==> config.mk <==
export PLATFORM = sky130hd
export DESIGN_NAME = ir_command_scheduler
export DESIGN_NICKNAME = d
export VERILOG_FILES = /design/src/rtl/ir_command_scheduler_pkg.sv /design/src/rtl/ir_mouse_direction_decoder.sv /design/src/rtl/ir_command_scheduler.sv
export SDC_FILE = /design/constraint.sdc
export NUM_CORES = 1
export LEC_CHECK = 0
export BUFFER_PORTS_ARGS = -buffer_cell sky130_fd_sc_hd__buf_2
export CAP_MARGIN = 20
export CORE_AREA = 5 5 113 142
export DETAILED_ROUTE_END_ITERATION = 16
export DIE_AREA = 0 0 118 147
export PLACE_DENSITY_LB_ADDON = 0.05
export SETUP_SLACK_MARGIN = 0.02
export SYNTH_ARGS = -nofsm -noshare
export SYNTH_HDL_FRONTEND = slang
export SYNTH_SLANG_ARGS = --single-unit
==> constraint.sdc <==
create_clock -name CLK -period 3 [get_ports CLK]
set_input_delay 0.15 -clock CLK [delete_from_list [all_inputs] [get_ports CLK]]
set_output_delay 0.15 -clock CLK [all_outputs]
set_load 0.01 [all_outputs]
==> src/rtl/ir_command_scheduler_pkg.sv <==
// Shared definitions for the IR command scheduler, transmitter and car-side decoder.
// Holds FSM state encodings, command bit positions and a counter-width helper.
package ir_command_scheduler_pkg;

    typedef enum logic [2:0] {
        ST_IDLE = 3'd0,
        ST_WAIT = 3'd1,
        ST_LOAD = 3'd2,
        ST_SEND = 3'd3,
        ST_HOLD = 3'd4
    } state_t;

    localparam int CMD_RIGHT = 0;
    localparam int CMD_LEFT  = 1;
    localparam int CMD_BACK  = 2;
    localparam int CMD_FWD   = 3;

    // Bits needed for a counter spanning 0..n-1.
    function automatic int cnt_width(input int n);
        return (n < 2) ? 1 : $clog2(n);
    endfunction

endpackage

==> src/rtl/ir_mouse_direction_decoder.sv <==
// Turns mouse deltas into a pending 4-bit direction command.
// Movement inside the deadzone is ignored; a stale command decays to stop.
module ir_mouse_direction_decoder
    import ir_command_scheduler_pkg::*;
#(
    parameter int DEADZONE     = 4,
    parameter int IDLE_TIMEOUT = 25_000_000
) (
    input  logic       clk,
    input  logic       rst_n,
    input  logic [7:0] mouse_dx,
    input  logic [7:0] mouse_dy,
    input  logic       mouse_valid,
    output logic [3:0] pending
);

    localparam int IW = cnt_width(IDLE_TIMEOUT);
    localparam logic signed [8:0] DZ_POS = 9'(DEADZONE);
    localparam logic signed [8:0] DZ_NEG = -DZ_POS;

    logic signed [8:0] dx_ext;
    logic signed [8:0] dy_ext;
    logic [3:0]        dir;
    logic [IW-1:0]     idle_cnt;
    logic              timeout;

    assign dx_ext = {mouse_dx[7], mouse_dx};
    assign dy_ext = {mouse_dy[7], mouse_dy};

    always_comb begin
        dir            = 4'b0000;
        dir[CMD_RIGHT] = dx_ext > DZ_POS;
        dir[CMD_LEFT]  = dx_ext < DZ_NEG;
        dir[CMD_FWD]   = dy_ext > DZ_POS;
        dir[CMD_BACK]  = dy_ext < DZ_NEG;
    end

    assign timeout = (pending != 4'b0000) &&
                     (idle_cnt == IW'(IDLE_TIMEOUT - 1));

    // Fresh movement outranks a timeout landing in the same cycle.
    always_ff @(posedge clk or negedge rst_n) begin
        if (!rst_n) begin
            pending  <= 4'b0000;
            idle_cnt <= '0;
        end else if (mouse_valid && dir != 4'b0000) begin
            pending  <= dir;
            idle_cnt <= '0;
        end else if (timeout) begin
            pending  <= 4'b0000;
            idle_cnt <= '0;
        end else if (pending != 4'b0000) begin
            idle_cnt <= idle_cnt + IW'(1);
        end
    end

endmodule

==> src/rtl/ir_command_scheduler.sv <==
// Periodic packet scheduler feeding the IR transmitter.
// Latches the pending direction, strobes SEND_PACKET and freezes COMMAND while sending.
module ir_command_scheduler
    import ir_command_scheduler_pkg::*;
#(
    parameter int SEND_PERIOD  = 5_000_000,
    parameter int HOLD_CYCLES  = 2_000_000,
    parameter int DEADZONE     = 4,
    parameter int IDLE_TIMEOUT = 25_000_000
) (
    input  logic       CLK,
    input  logic       RESET,
    input  logic       ENABLE,
    input  logic [7:0] MOUSE_DX,
    input  logic [7:0] MOUSE_DY,
    input  logic       MOUSE_VALID,
    output logic [3:0] COMMAND,
    output logic       SEND_PACKET,
    output logic [7:0] PACKET_COUNT
);

    localparam int PW = cnt_width(SEND_PERIOD);
    localparam int HW = cnt_width(HOLD_CYCLES);

    state_t        state;
    logic [3:0]    pending;
    logic [PW-1:0] period_cnt;
    logic [HW-1:0] hold_cnt;
    logic          tick;

    ir_mouse_direction_decoder #(
        .DEADZONE    (DEADZONE),
        .IDLE_TIMEOUT(IDLE_TIMEOUT)
    ) u_decoder (
        .clk        (CLK),
        .rst_n      (RESET),
        .mouse_dx   (MOUSE_DX),
        .mouse_dy   (MOUSE_DY),
        .mouse_valid(MOUSE_VALID),
        .pending    (pending)
    );

    assign tick = (period_cnt == PW'(SEND_PERIOD - 1));

    // Keeps running through LOAD/SEND/HOLD so packets stay on a fixed cadence.
    always_ff @(posedge CLK or negedge RESET) begin
        if (!RESET) begin
            period_cnt <= '0;
        end else if (state == ST_IDLE || tick) begin
            period_cnt <= '0;
        end else begin
            period_cnt <= period_cnt + PW'(1);
        end
    end

    always_ff @(posedge CLK or negedge RESET) begin
        if (!RESET) begin
            state        <= ST_IDLE;
            COMMAND      <= 4'b0000;
            SEND_PACKET  <= 1'b0;
            PACKET_COUNT <= 8'd0;
            hold_cnt     <= '0;
        end else begin
            SEND_PACKET <= 1'b0;
            unique case (state)
                ST_IDLE: begin
                    if (ENABLE) state <= ST_WAIT;
                end
                ST_WAIT: begin
                    if (!ENABLE) begin
                        state <= ST_IDLE;
                    end else if (tick) begin
                        state   <= ST_LOAD;
                        COMMAND <= pending;
                    end
                end
                ST_LOAD: begin
                    state        <= ST_SEND;
                    SEND_PACKET  <= 1'b1;
                    PACKET_COUNT <= PACKET_COUNT + 8'd1;
                end
                ST_SEND: begin
                    state    <= ST_HOLD;
                    hold_cnt <= '0;
                end
                ST_HOLD: begin
                    if (hold_cnt == HW'(HOLD_CYCLES - 1)) begin
                        state <= ENABLE ? ST_WAIT : ST_IDLE;
                    end else begin
                        hold_cnt <= hold_cnt + HW'(1);
                    end
                end
                default: state <= ST_IDLE;
            endcase
        end
    end

endmodule

==> results_dict.tcl, run 1 <==
set metrics [dict create \
    routed.top_layer "met4" \
    synth-edff-count 0 \
    post-dp-hpwl_um 7420 \
    min_period_ns 2.30 \
    ios 33 \
    outcome "finished, final reports clean" \
    ys_ff_latch 89 \
    portBuffers 32 \
    synthTopCellsByArea "dfrtp_1 (49%), xnor2_1 (6.9%), nor2_1 (5.9%)" \
    path_clk_slew_ns 0.07 \
    postCtsResizedCells 0 \
    nFillCells 1534 \
    num_rows 50 \
    wirelength_um 10600 \
    power_density_nw_per_um2 476 \
    drive_above_1_share 0.167 \
    fin_nets 539 \
    async_reset_ff_frac 1.00 \
    ys_warn_count 0 \
    drv_slew 0 \
    wl_met2_um 5160 \
    cts_sinks 89 \
    worst_ep_arrival_time_ns 2.57 \
    grt_antenna_before_repair 0 \
    hold_violations 0 \
    clock_path_buffers 2 \
    ant_nets 0 \
    maxCapViolCount 0 \
    synthTopCellsByCount "dfrtp_1 (89), nor2_1 (72), nand2_1 (48)" \
    worst-setup-path-type "register to register" \
    yosys_most_used_dff "dfrtp_1" \
    synthDominantCellAreaShare 0.490 \
    path_depth 6 \
    slowest_delay_ns 0.70 \
    worstHoldStart "MOUSE_VALID" \
    synth_area_per_cell_um2 9.57 \
    crit_path_start_kind "register" \
    htree_levels 3 \
    yosys.cell_count.top_type "dfrtp_1" \
    period_share 0.766 \
    multi_input_area_um2 2190 \
    critPathMaxFanout 14 \
    die_h_um 147 \
    wl_met3_um 334 \
    die_area_um2 17300 \
    setup_viol 0 \
    start_util 0.311 \
    grt_util_all_layers 0.131 \
    synth_cells 475 \
    routed_via_density 5.09 \
    drc 0 \
    tightest_slew_ns 0.789 \
    ys_seq_area_frac 0.490 \
    stdcell_area_um2 5220 \
    relSlewSlack 0.471 \
    synth_nets 499 \
    clk_latency_ns 0.35 \
    cts_made_buffers 9 \
    cts_tree "built" \
    ir_worst_vdd_uv 218 \
    r2r_start "u_decoder.pending[0]" \
    critPathTopFamily "compound AO/OA/AOI/OAI gates" \
    gp_congestion 0.769 \
    die_width_um 118 \
    grt_pass1_wl_um 18500 \
    cp.required_ns 3.28 \
    worstSetupEndpointType "register" \
    crit_start "u_decoder.pending[0]" \
    cts_setup_buffers 0 \
    ff2ff_path_depth 6 \
    grt_pass1_vias 3719 \
    rsz0062_at_grt "false" \
    fmax_ghz 0.435 \
    mappedNetlistArea_um2 4550 \
    hold_class "input port to register" \
    endpoint "u_decoder.pending[0]" \
    grt_max_degree 43 \
    synth_largest_area_cell "dfrtp_1" \
    num_vias 3571 \
    synth.distinct_cells 54 \
    skew_ns 0.00749 \
    overflow 0 \
    reg2reg_slack_ns 0.70 \
    finalSetupTns_ns 0 \
    first_pass_iters 6 \
    wire_per_inst_um 15.1 \
    seq_area_um2 2230 \
    place_area_um2 4930 \
    drt_iter0_drc 133 \
    core_area_um2 14600 \
    p_leak_nw 2.19 \
    root_buffer "clkbuf_16" \
    area_growth_pct 14.9 \
    n_antenna_cell 0 \
    path_buf_inv 1 \
    wl_met1_um 4850 \
    crit_path_top_delay_cell "o41ai_1" \
    r2r_end "u_decoder.pending[0]" \
    crit_chain "o41ai_1, nor4_1, nand4_1, nand2b_1, buf_4, o21ai_0" \
]
## stage by stage
stage                     power, mW   util  hold slack, ns  setup WS, ns  cells
final                          2.49  0.357          0.0699         0.702    702
after detailed placement       1.40  0.337           0.203         0.612    685
after global routing           2.61  0.357          0.0893         0.378    702
after floorplan                1.33      -          -0.146          1.06    475
after CTS                      2.55  0.357          0.0552         0.597    702
after global placement         1.40  0.337           0.198         0.643    685
## where the power goes
group | internal [mW] | switching, mW
sequential | 1.22 | 0.0243
clock | 0.580 | 0.532
combinational | 0.0444 | 0.0864
total | 1.84 | 0.642
## per-layer routing
metal | track usage | vias to the layer above
met2 | 0.217 | 60
li1 | - | 1755
met3 | 0.0285 | 15
met4 | 0.0585 | 0
met5 | 0 | -
met1 | 0.164 | 1741
## repair_timing
action                                 4_1_cts  5_1_grt
endpoints found under the hold margin       40        0
hold buffers                                 1        0
setup endpoints to repair                    0        0
## placed cells by master, fill, tap and decap left out, drive strengths merged, types with 2 or more instances in the layout
cell     n
and4     2
nand3   29
or2      2
o31ai    6
or4     13
nand2   48
nand4b   2
a31o     3
nand4   19
o21a     2
nor4b    2
clkinv   2
nor2b    4
nor2    72
or3      4
nand2b   3
dfrtp   89
inv     19
a21oi   12
o211ai   5
buf     40
and3    13
xnor2   36
xor2    18
o21ai   18
nor3    12
nor4    15
clkbuf   9
a211oi   3
ha       4
and2     2
## flip-flops by register name, indices dropped and copies added (netlist names)
register and cells:
u_decoder.idle_cnt 25, period_cnt 23, hold_cnt 21, PACKET_COUNT 8
COMMAND 4, u_decoder.pending 4, state 3, SEND_PACKET 1
## tightest hold or removal path: stages
cell and delay (ns):
buf_2 0.12, nand2_1 0.06, o21ai_0 0.06
## logic make-up (layout without fill, tap and decap cells)
kind of cell,Yosys count,in the layout,share of synthesized area
and+or+nand+nor,245,245,0.281
muxes,2,2,0.00468
xor gates and xnor gates,54,54,0.104
buffers and inverters,27,72,0.0292
adders and majority gates,4,4,0.0110
DFF,89,89,0.490
AOI/OAI and AO/OA,54,54,0.0803
## worst min path at each step
stage                                 to  depth (start not counted)
floorplan                     COMMAND[0]                          0
global placement          period_cnt[12]                          1
detailed placement        period_cnt[12]                          1
CTS                 u_decoder.pending[1]                          3
global route        u_decoder.pending[2]                          3
finish              u_decoder.pending[2]                          3
## final cells by class
| class | count | share of cell area |
|---|---|---|
| clock buffer | 9 | 0.0431 |
| clock inverter | 7 | 0.0117 |
| inverter | 15 | 0.0108 |
| multi-input combinational | 359 | 0.420 |
| sequential | 89 | 0.426 |
| tap | 182 | 0.0436 |
| timing repair buffer | 41 | 0.0446 |
Power figures use the tool's default switching activity.
==> run 2: changes to the inputs <==
- clock period: 3 -> 2.2 ns (I/O delays scaled with it)
==> run 2 against run 1 <==
- sequential share of layout area is 1.1 points lower
- critical path type unchanged
- core utilization is 0.97 points higher
- combinational power is 42% higher
- non-clock buffer count is 10 higher
- die area stayed put
- clock power is 44% higher
- highest routed layer unchanged
- fmax is 14% higher
- critical endpoint is now hold_cnt[1]
- setup slack worse by 0.53 ns
==> results_dict.tcl, run 2 (same netlist as run 1, synthesis figures left out) <==
set metrics [dict create \
    reg.largest.list "u_decoder.idle_cnt: 25 flops, period_cnt: 23 flops, hold_cnt: 21 flops" \
    critPathMaxFanout 22 \
    power_density_nw_per_um2 650 \
    grt-busiest-layer "met2" \
    swShare 0.247 \
    outcome "finished, final reports clean" \
    ir_worst_vdd_uv 282 \
    finalSetupTns_ns 0 \
    nFillCells 1524 \
    period_share 0.920 \
    gr-usage-met2 0.221 \
    cts_sinks 89 \
    ant_nets 0 \
    start_util 0.311 \
    crit_path_start_kind "register" \
    cts_setup_buffers 0 \
    core_area_um2 14600 \
    grt_pass1_vias 3703 \
    hold_class "input port to register" \
    rsz0062_at_grt "false" \
    hold_slack_ns 0.0248 \
    mostFrequentLayoutCells "dfrtp_1 (89), nor2_1 (72), nand2_1 (48)" \
    relSlewSlack 0.613 \
    die_area_um2 17300 \
    worst_ep_arrival_time_ns 2.27 \
    htree_levels 3 \
    largest_register "u_decoder.idle_cnt" \
    portBuffers 32 \
    clock_path_buffers 2 \
    wirelength_um 10500 \
    gp_congestion 0.753 \
    ios 33 \
    place_area_um2 5040 \
    cts_made_buffers 9 \
    grt_antenna_before_repair 0 \
    num_vias 3566 \
    power.share.clock 0.460 \
    die_h_um 147 \
    path_clk_slew_ns 0.07 \
    first_pass_iters 4 \
    clk_latency_ns 0.35 \
    drc 0 \
    largest_register_ffs 25 \
    netSwitchingPower_mw 0.860 \
    worstSetupEndpointType "register" \
    overflow 0 \
    combinationalPowerShare 0.053 \
    root_buffer "clkbuf_16" \
    die_width_um 118 \
    cts_tree "built" \
    drt_iter0_drc 105 \
    wire_per_inst_um 14.7 \
    area_growth_pct 18.0 \
    n_antenna_cell 0 \
    fmax_ghz 0.494 \
    stdcell_area_um2 5370 \
    layout_commonest_cell "dfrtp_1" \
    grt_util_all_layers 0.130 \
    maxCapViolCount 0 \
    use_met3 0.0358 \
    drv_slew 0 \
    grt_pass1_wl_um 18200 \
    setup_viol 0 \
    worst-setup-path-type "register to register" \
    p_int_mw 2.63 \
    p_seq_frac 0.487 \
    grt.met1_usage 0.158 \
    post-dp-hpwl_um 7300 \
    cp.required_ns 2.44 \
    tightest_slew_ns 0.578 \
    fin_nets 549 \
    grt_max_degree 89 \
    routed_via_density 5.01 \
    skew_ns 0.00340 \
    final_util 0.367 \
    min_period_ns 2.02 \
    p_leak_nw 2.26 \
    drive_above_1_share 0.187 \
    num_rows 50 \
    hold_violations 0 \
]
run 2: cell count changes in the layout (fill, tap and decap cells not counted), sizes merged:
| cell | before | now |
|---|---|---|
| buf | 40 | 50 |
| clkinvlp | 1 | 2 |
| inv | 19 | 16 |
| clkinv | 2 | 3 |
| bufinv | 0 | 1 |
run 2: layer usage:
metal | vias up | share of wire
met1 | 1745 | 0.46
li1 | 1769 | -
met3 | 11 | 0.032
met2 | 41 | 0.49
met5 | - | 0
met4 | 0 | 0.016
run 2: cell type report:
class,instances,area [µm²],area share
clock buffer,9,225,0.0420
sequential,89,2230,0.415
multi-input combinational,359,2200,0.411
inverter,15,56.3,0.0105
tap,182,228,0.0424
clock inverter,7,80.1,0.0149
timing repair buffer,51,345,0.0644
run 2: final timing paths:
path / start / to / slack (ns) / cells past startpoint
worst max-delay path: hold_cnt[4] / hold_cnt[1] / 0.18 / 6
worst min-delay path: MOUSE_VALID / u_decoder.pending[0] / 0.02 / 3
worst max register to register: hold_cnt[4] / hold_cnt[1] / 0.18 / 6
worst min register to register: PACKET_COUNT[7] / PACKET_COUNT[7] / 0.47 / 1
max in group asynchronous: RESET / COMMAND[1] / 1.45 / 3
min in group asynchronous: RESET / period_cnt[9] / 0.08 / 2
run 2: metrics by stage:
step	setup slack (ns)	power [mW]	cells
after floorplan	0.264	1.81	475
after global placement	0.158	1.92	695
after detailed placement	0.0658	1.92	695
after CTS	0.0500	3.55	712
after global routing	0.0275	3.65	712
final	0.177	3.49	712
run 2: repair_timing:
action	4_1_cts	5_1_grt
endpoints found under the hold margin	89	0
endpoints found under the setup margin	0	2
hold buffers	1	0
gates resized for setup	0	2
run 2: critical path, stage by stage, from the launching register on:
cell and delay (ns):
dfrtp_1 0.45, nand3_2 0.20, or4_4 0.61, o21ai_2 0.18, buf_12 0.17, nand2_1 0.07, a31o_1 0.23
run 2: power groups by stage:
stage	clock, mW	sequential, mW	combinational (mW)
finish	1.60	1.70	0.186
global route	1.73	1.70	0.218
CTS	1.66	1.70	0.195
detailed placement	0	1.73	0.193
global placement	0	1.73	0.191
floorplan	0	1.72	0.0925
==> run 3: changes to the inputs <==
- CORE_AREA: 5 5 113 142 -> 5 5 102 128
- DIE_AREA: 0 0 118 147 -> 0 0 107 133
==> run 3 against run 2 <==
- final area is 0.61% lower
- sequential power hardly changed
- combinational power is 5% higher
- global-route usage is 1.9 points higher
- final cell count is 5.8% lower
- core utilization is 8.5 points higher
- via count is 0.95% higher
- critical path type unchanged
- largest cell class unchanged
- largest power group unchanged
==> results_dict.tcl, run 3 (same netlist as run 1, synthesis figures left out) <==
set metrics [dict create \
    outcome "finished, final reports clean" \
    crit_chain "ha_2, nand3_4, or4_4, o21ai_2, buf_4, or4_2, a21oi_1" \
    relSlewSlack 0.526 \
    overflow 0 \
    cts_tree "built" \
    tightest_slew_ns 0.707 \
    htree_levels 3 \
    grt_max_degree 49 \
    fin_nets 549 \
    cts_setup_buffers 0 \
    post-dp-hpwl_um 7030 \
    grt_pass1_wl_um 17100 \
    mostFrequentLayoutCells "dfrtp_1 (89), nor2_1 (72), nand2_1 (48)" \
    setup_viol 0 \
    p_leak_nw 2.26 \
    drive_above_1_share 0.189 \
    ant_nets 0 \
    drt_iter0_drc 89 \
    hold_slack_ns 0.0395 \
    maxCapViolCount 0 \
    hold_class "input port to register" \
    clk_latency_ns 0.34 \
    ir_worst_vdd_uv 310 \
    rsz0062_at_grt "false" \
    layout_commonest_cell "dfrtp_1" \
    path_clk_slew_ns 0.07 \
    num_rows 45 \
    skew_ns 0.0102 \
    largest_register_ffs 25 \
    place_area_um2 4980 \
    finalSetupTns_ns 0 \
    hold_violations 0 \
    power_density_nw_per_um2 671 \
    routed_via_density 5.37 \
    critPathMaxFanout 12 \
    slowest_delay_ns 0.65 \
    crit_path_start_kind "register" \
    die_width_um 107 \
    cts_made_buffers 9 \
    worst-setup-path-type "register to register" \
    start_util 0.385 \
    die_area_um2 14200 \
    area_growth_pct 17.3 \
    worstSetupEndpointType "register" \
    cp.required_ns 2.46 \
    num_vias 3600 \
    largest_register "u_decoder.idle_cnt" \
    wirelength_um 9890 \
    fmax_ghz 0.491 \
    die_h_um 133 \
    crit_path_top_delay_cell "or4_2" \
    drv_slew 0 \
    min_period_ns 2.04 \
    grt_pass1_vias 3582 \
    stdcell_area_um2 5330 \
    clock_path_buffers 2 \
    first_pass_iters 4 \
    worst_ep_arrival_time_ns 2.30 \
    ios 33 \
    dp_slack_ns 0.0601 \
    grt_antenna_before_repair 0 \
    gp_congestion 0.777 \
    reg.largest.list "u_decoder.idle_cnt: 25 flops, period_cnt: 23 flops, hold_cnt: 21 flops" \
    final_util 0.451 \
    cts_sinks 89 \
    n_antenna_cell 0 \
    period_share 0.927 \
    root_buffer "clkbuf_16" \
    core_area_um2 11800 \
    portBuffers 32 \
    setup_ws_ns 0.161 \
    wire_per_inst_um 14.7 \
    drc 0 \
    grt_util_all_layers 0.149 \
]
## run 3: cell types whose count changed in the layout (fill, tap and decap cells not counted), sizes merged
cell    before  now
inv         16   17
bufinv       1    2
clkinv       3    1
## run 3: power breakdown
group | internal [mW] | switching (mW) | total [mW]
sequential | 1.66 | 0.0278 | 1.69
clock | 1.01 | 0.683 | 1.69
combinational | 0.0758 | 0.120 | 0.196
total | 2.75 | 0.831 | 3.58
## run 3: layout make-up
| class | count | area, µm² |
|---|---|---|
| inverter | 15 | 56.3 |
| fill | 1154 | 6490 |
| multi-input combinational | 359 | 2210 |
| clock buffer | 9 | 225 |
| tap | 141 | 176 |
| clock inverter | 7 | 101 |
| sequential | 89 | 2230 |
| timing repair buffer | 51 | 333 |
## run 3: path summary, 6_finish.rpt
| path | from | endpoint | slack, ns | cells past startpoint |
|---|---|---|---|---|
| max in group asynchronous | RESET | u_decoder.idle_cnt[22] | 1.18 | 3 |
| min reg2reg | PACKET_COUNT[7] | PACKET_COUNT[7] | 0.48 | 1 |
| max reg2reg | hold_cnt[0] | hold_cnt[15] | 0.16 | 7 |
| max | hold_cnt[0] | hold_cnt[15] | 0.16 | 7 |
| min | MOUSE_VALID | u_decoder.pending[2] | 0.04 | 3 |
| min in group asynchronous | RESET | period_cnt[18] | 0.35 | 2 |
## run 3: timing repair
action                                 in CTS  in global routing
endpoints found under the hold margin      47                  0
resized for setup                           0                  4
setup endpoints to repair                   0                 39
hold buffers                                1                  0
## run 3: through the flow
step	cells	total power, mW
after floorplan	475	1.81
after global placement	654	1.92
after detailed placement	654	1.92
after CTS	671	3.64
after global routing	671	3.71
final	671	3.58
## run 3: per-layer routing
layer / wire length [µm] / GRT usage / share of wire / up-vias
met3: 251 / 0.0283 / 0.025 / 13
met2: 4900 / 0.254 / 0.50 / 48
met5: 0 / 0 / 0 / -
met1: 4500 / 0.186 / 0.46 / 1765
met4: 227 / 0.0604 / 0.023 / 0
li1: - / - / - / 1774
## run 3: worst max-delay path: cells and delay by family (launching register included)
family | cells | cell delay (ns)
simple gates | 3 | 0.88
compound gates | 2 | 0.25
buf+inv | 1 | 0.19
flops | 1 | 0.41
fa+ha+maj | 1 | 0.22
